**config.mk**
```make
export PLATFORM = sky130hd
export DESIGN_NAME = subtrator_serial_flat
export DESIGN_NICKNAME = d
export VERILOG_FILES = /design/src/rtl/subtrator_serial_if.sv /design/src/rtl/subtrator_serial.sv /design/src/flat_wrapper.sv
export SDC_FILE = /design/constraint.sdc
export NUM_CORES = 1
export LEC_CHECK = 0
export CORE_ASPECT_RATIO = 0.5
export CORE_UTILIZATION = 40
export DETAILED_ROUTE_END_ITERATION = 10
export MAX_ROUTING_LAYER = met4
export PLACE_DENSITY = 0.66
export SLEW_MARGIN = 10
export SYNTH_ARGS = -nofsm -noshare
export SYNTH_HDL_FRONTEND = slang
export SYNTH_SLANG_ARGS = --single-unit
```
**constraint.sdc**
```tcl
create_clock -name clk -period 1.4 [get_ports clk]
set_input_delay 0.35 -clock clk [delete_from_list [all_inputs] [get_ports clk]]
set_output_delay 0.35 -clock clk [all_outputs]
set_load 0.02 [all_outputs]
```
**src/rtl/subtrator_serial_if.sv**
```systemverilog
// Handshake and operand/result bundle between a controller (master) and the
// bit-serial subtractor (slave).
interface subtrator_serial_if #(
   parameter int WIDTH = 8
);
   logic             start;
   logic [WIDTH-1:0] a;
   logic [WIDTH-1:0] b;
   logic             busy;
   logic             done;
   logic [WIDTH-1:0] diff;
   logic             borrow_out;
   logic             overflow;

   modport master (
      output start, a, b,
      input  busy, done, diff, borrow_out, overflow
   );

   modport slave (
      input  start, a, b,
      output busy, done, diff, borrow_out, overflow
   );
endinterface

```
**src/rtl/subtrator_serial.sv**
```systemverilog
// Bit-serial two's-complement subtractor: diff = a - b, one bit per clock, LSB
// first, with a registered borrow; results appear together on the done pulse.
module subtrator_serial #(
   parameter int WIDTH = 8
) (
   input logic               clk,
   input logic               rst,
   subtrator_serial_if.slave bus
);

   localparam int CW = (WIDTH > 2) ? $clog2(WIDTH) : 1;
   localparam logic [CW-1:0] LAST = CW'(WIDTH - 1);

   typedef enum logic [1:0] {IDLE, RUN, DONE} state_t;

   state_t           state_q, state_d;
   logic [WIDTH-1:0] aShift_q, aShift_d;
   logic [WIDTH-1:0] bShift_q, bShift_d;
   logic [WIDTH-2:0] resShift_q, resShift_d;
   logic             borrow_q, borrow_d;
   logic [CW-1:0]    count_q, count_d;
   logic             aMsb_q, aMsb_d;
   logic             bMsb_q, bMsb_d;
   logic [WIDTH-1:0] diff_q, diff_d;
   logic             borrowOut_q, borrowOut_d;
   logic             overflow_q, overflow_d;

   logic             aBit, bBit, diffBit, borrowNext;
   logic [WIDTH-1:0] shiftIn;

   assign aBit       = aShift_q[0];
   assign bBit       = bShift_q[0];
   assign diffBit    = aBit ^ bBit ^ borrow_q;
   assign borrowNext = (~aBit & bBit) | (~(aBit ^ bBit) & borrow_q);
   // Result bits enter from the MSB; the last bit completes the word directly.
   assign shiftIn    = {diffBit, resShift_q};

   always_ff @(posedge clk or posedge rst) begin
      if (rst) begin
         state_q     <= IDLE;
         aShift_q    <= '0;
         bShift_q    <= '0;
         resShift_q  <= '0;
         borrow_q    <= 1'b0;
         count_q     <= '0;
         aMsb_q      <= 1'b0;
         bMsb_q      <= 1'b0;
         diff_q      <= '0;
         borrowOut_q <= 1'b0;
         overflow_q  <= 1'b0;
      end else begin
         state_q     <= state_d;
         aShift_q    <= aShift_d;
         bShift_q    <= bShift_d;
         resShift_q  <= resShift_d;
         borrow_q    <= borrow_d;
         count_q     <= count_d;
         aMsb_q      <= aMsb_d;
         bMsb_q      <= bMsb_d;
         diff_q      <= diff_d;
         borrowOut_q <= borrowOut_d;
         overflow_q  <= overflow_d;
      end
   end

   always_comb begin
      state_d     = state_q;
      aShift_d    = aShift_q;
      bShift_d    = bShift_q;
      resShift_d  = resShift_q;
      borrow_d    = borrow_q;
      count_d     = count_q;
      aMsb_d      = aMsb_q;
      bMsb_d      = bMsb_q;
      diff_d      = diff_q;
      borrowOut_d = borrowOut_q;
      overflow_d  = overflow_q;

      case (state_q)
         RUN: begin
            aShift_d   = aShift_q >> 1;
            bShift_d   = bShift_q >> 1;
            resShift_d = shiftIn[WIDTH-1:1];
            borrow_d   = borrowNext;
            count_d    = count_q + 1'b1;
            if (count_q == LAST) begin
               state_d     = DONE;
               diff_d      = shiftIn;
               borrowOut_d = borrowNext;
               overflow_d  = (aMsb_q != bMsb_q) && (diffBit != aMsb_q);
            end
         end
         default: begin
            // IDLE and DONE both accept a request, allowing back-to-back runs.
            if (bus.start) begin
               state_d  = RUN;
               aShift_d = bus.a;
               bShift_d = bus.b;
               borrow_d = 1'b0;
               count_d  = '0;
               aMsb_d   = bus.a[WIDTH-1];
               bMsb_d   = bus.b[WIDTH-1];
            end else begin
               state_d = IDLE;
            end
         end
      endcase
   end

   assign bus.busy       = (state_q == RUN);
   assign bus.done       = (state_q == DONE);
   assign bus.diff       = diff_q;
   assign bus.borrow_out = borrowOut_q;
   assign bus.overflow   = overflow_q;

endmodule

```
**src/flat_wrapper.sv**
```systemverilog
// flat-port wrapper written by rule: the top's interface ports become plain ports
module subtrator_serial_flat 
#(
   parameter int WIDTH = 8
)
  (clk, rst, bus_start, bus_a, bus_b, bus_busy, bus_done, bus_diff, bus_borrow_out, bus_overflow);
  subtrator_serial_if #(.WIDTH(WIDTH)) bus_i ();
  input logic clk;
  input logic rst;
  input wire logic [$bits(bus_i.start)-1:0] bus_start;
  input wire logic [$bits(bus_i.a)-1:0] bus_a;
  input wire logic [$bits(bus_i.b)-1:0] bus_b;
  output wire logic [$bits(bus_i.busy)-1:0] bus_busy;
  output wire logic [$bits(bus_i.done)-1:0] bus_done;
  output wire logic [$bits(bus_i.diff)-1:0] bus_diff;
  output wire logic [$bits(bus_i.borrow_out)-1:0] bus_borrow_out;
  output wire logic [$bits(bus_i.overflow)-1:0] bus_overflow;
  assign bus_i.start = bus_start;
  assign bus_i.a = bus_a;
  assign bus_i.b = bus_b;
  assign bus_busy = bus_i.busy;
  assign bus_done = bus_i.done;
  assign bus_diff = bus_i.diff;
  assign bus_borrow_out = bus_i.borrow_out;
  assign bus_overflow = bus_i.overflow;
  subtrator_serial #(.WIDTH(WIDTH)) u_core (.clk(clk), .rst(rst), .bus(bus_i));
endmodule
```
==> metrics <==
initial core utilization 0.434; ys flop type dfrtp_1; syn_area_per_cell 11.3 µm²; number of flops mapped to enable cells by yosys 0; wire length per cell 12.2 µm; # nets final 220; dpl cell area 2160 µm²; final setup skew 0.00940 ns; final setup vio count 0; sequential area share after synthesis 0.581; 1st-iter DRT viols 38; max-cap violation count 0; min-delay worst type in -> async; wire length after detailed routing 3.07 mm; Tot GR Track Use 0.152; num rows 16; post-synth top area share 0.581; cell at the slowest stage of the critical path fa_2; Final Critical Period 1.39 ns; CP Class reg -> reg; HPWL Detailed 2.02 mm; share of cells above drive strength 1 0.207; Ports 31; first-pass GRT wire length 5.06 mm; Vias/cell 4.78; Storage cell area 1030 µm²; FF+latch count, synth 41; H-tree level count 2; crit start category flip-flop; vias in the first global route 1092; PnR worst setup slack 0.0144 ns; Syn. warnings 0; Overflow after GRT 0; GPL Wtd Cong 0.745; max frequency 722 MHz; LEAKAGE 1.12 nW; initial antenna violation count 0; required time of the critical path 1.62 ns; Place WS -0.196 ns; Worst Setup End Kind flip-flop; maximum fanout along the worst path 4; total power 0.00476 W; largest area contributor in the netlist dfrtp_1; count of buffer and inverter cells on the critical path 1; pins over their slew limit 0; multi-input logic area 701 µm²; I/O Buffers 30; Netlist cell types 20; # diodes 0; setup TNS 0 ns; P per Cell Area 2070 nW/µm²; most common cell in the netlist dfrtp_1; RSZ-0062 raised after global routing yes; clock sinks 41; crit-path max cell delay 0.59 ns; Post-Syn Instances 156; ANT nets after route 0; Die Wd 96.0 µm; Clock Path Buffers 2; Core ar. 4060 µm²; Die Height 49.0 µm; Synth area leaders dfrtp_1 (58%), mux2i_1 (9.1%), nand2_1 (8.5%); Root Buffer clkbuf_8; CP delay by family, top adder cells; Design Area, Final 2290 µm²; CTS tree yes; DRC 0; WP data arrival 1.61 ns; pin count of the biggest net entering global routing 45; Fillers 344; Slew @ Worst Pin 0.268 ns; VDD IR max 604 µV; mapped cell area 1770 µm²; Async SR Flop Fraction 1.00; worst skew pair latency 0.29 ns; Hold Violations, Final 0; CP Cell Sequence inv_2 -> fa_2 -> and3b_1 -> a21oi_2 -> o21ai_1; status finished, final reports clean; Synth Net Count 178; Die Area 4700 µm²; CTS Buf Count 5; drt pass-1 iters 4; setup slack, reg-to-reg 0.01 ns; synthesis-to-finish area growth 30.0%; Clock transition at path regs 0.08 ns; Slew headroom 0.822; vias 1204; Tcrit/Tclk final 0.990; Post-synth top cells dfrtp_1 (41), nand2_1 (40), o21ai_0 (19)
[timing repair]
action | in CTS | in global routing
buffers inserted | 0 | 3
endpoints found under the setup margin | 22 | 12
gates cloned | 0 | 1
pin swaps | 2 | 3
gates resized for setup | 22 | 8
hold buffers | 0 | 0
[worst min-delay path: cells and delay by family]
kind                   cells  cell delay, ns
buffers and inverters      3            0.75
[metrics by stage]
step                std cells  utilization  hold slack [ns]
floorplan                 156            -            0.442
global placement          241        0.530            0.454
detailed placement        241        0.530            0.467
CTS                       248        0.550            0.441
global route              252        0.565            0.449
finish                    252        0.565            0.431
[power by group]
part	switching [W]	internal (W)	leakage, nW
clock network	0.000386	0.000391	0.0443
registers	0.000296	0.00172	0.521
logic	0.00104	0.000930	0.557
[kinds of logic (layout without fill, tap and decap cells)]
family | count (synthesis) | count (layout) | synth area share
and+or+nand+nor | 52 | 53 | 0.130
AOI/OAI and AO/OA | 20 | 20 | 0.0567
adders and majority gates | 3 | 3 | 0.0255
muxes | 27 | 27 | 0.161
buffers and inverters | 13 | 54 | 0.0461
DFF | 41 | 41 | 0.581
[routing by layer]
| metal | wire, µm | global-route usage | share of wire | up-vias |
|---|---|---|---|---|
| met5 | 0 | - | 0 | - |
| met1 | 1550 | 0.197 | 0.51 | 573 |
| met2 | 1350 | 0.219 | 0.44 | 31 |
| met3 | 137 | 0.0467 | 0.045 | 2 |
| li1 | - | - | - | 598 |
| met4 | 30 | 0.0672 | 0.0098 | 0 |
[final timing paths]
kind                                                   from                               end  depth (start not counted)
setup reg to reg             u_core.bShift_q[0]$_DFFE_PP0P_   u_core.bus.overflow$_DFFE_PP0P_                          5
max in group asynchronous                               rst    u_core.bShift_q[1]$_DFFE_PP0P_                          3
setup / recovery             u_core.bShift_q[0]$_DFFE_PP0P_   u_core.bus.overflow$_DFFE_PP0P_                          5
hold reg to reg            u_core.resShift_q[0]$_DFFE_PP0P_  u_core.resShift_q[0]$_DFFE_PP0P_                          2
hold / removal                                          rst    u_core.bus.diff[2]$_DFFE_PP0P_                          3
min in group clk           u_core.resShift_q[0]$_DFFE_PP0P_  u_core.resShift_q[0]$_DFFE_PP0P_                          2
[cell usage in the layout, fill, tap and decap left out, types with 2 or more instances in the layout]
cell,n
dfrtp_1,41
nand2_1,40
o21ai_0,18
clkdlybuf4s50_1,18
mux2i_1,16
mux2_2,11
buf_4,11
dlygate4sd2_1,10
clkbuf_8,6
nor2_1,5
inv_1,3
nand2b_1,2
buf_6,2
[final cells by class]
type,instances,share of cell area
well taps,54,0.0294
repair buffers,42,0.171
flip-flops and latches,41,0.447
multi-input cells,103,0.305
clock buffers,7,0.0376
inverters,5,0.00927
[registers in the layout, indices dropped and copies added (netlist names)]
register,count
u_core.bShift_q,8
u_core.borrow_q,1
u_core.aMsb_q,1
u_core.state_q,2
u_core.resShift_q,7
u_core.bus.borrow_out,1
u_core.bMsb_q,1
u_core.aShift_q,8
u_core.bus.overflow,1
u_core.count_q,3
u_core.bus.diff,8
(Power assumes the default switching activity.)
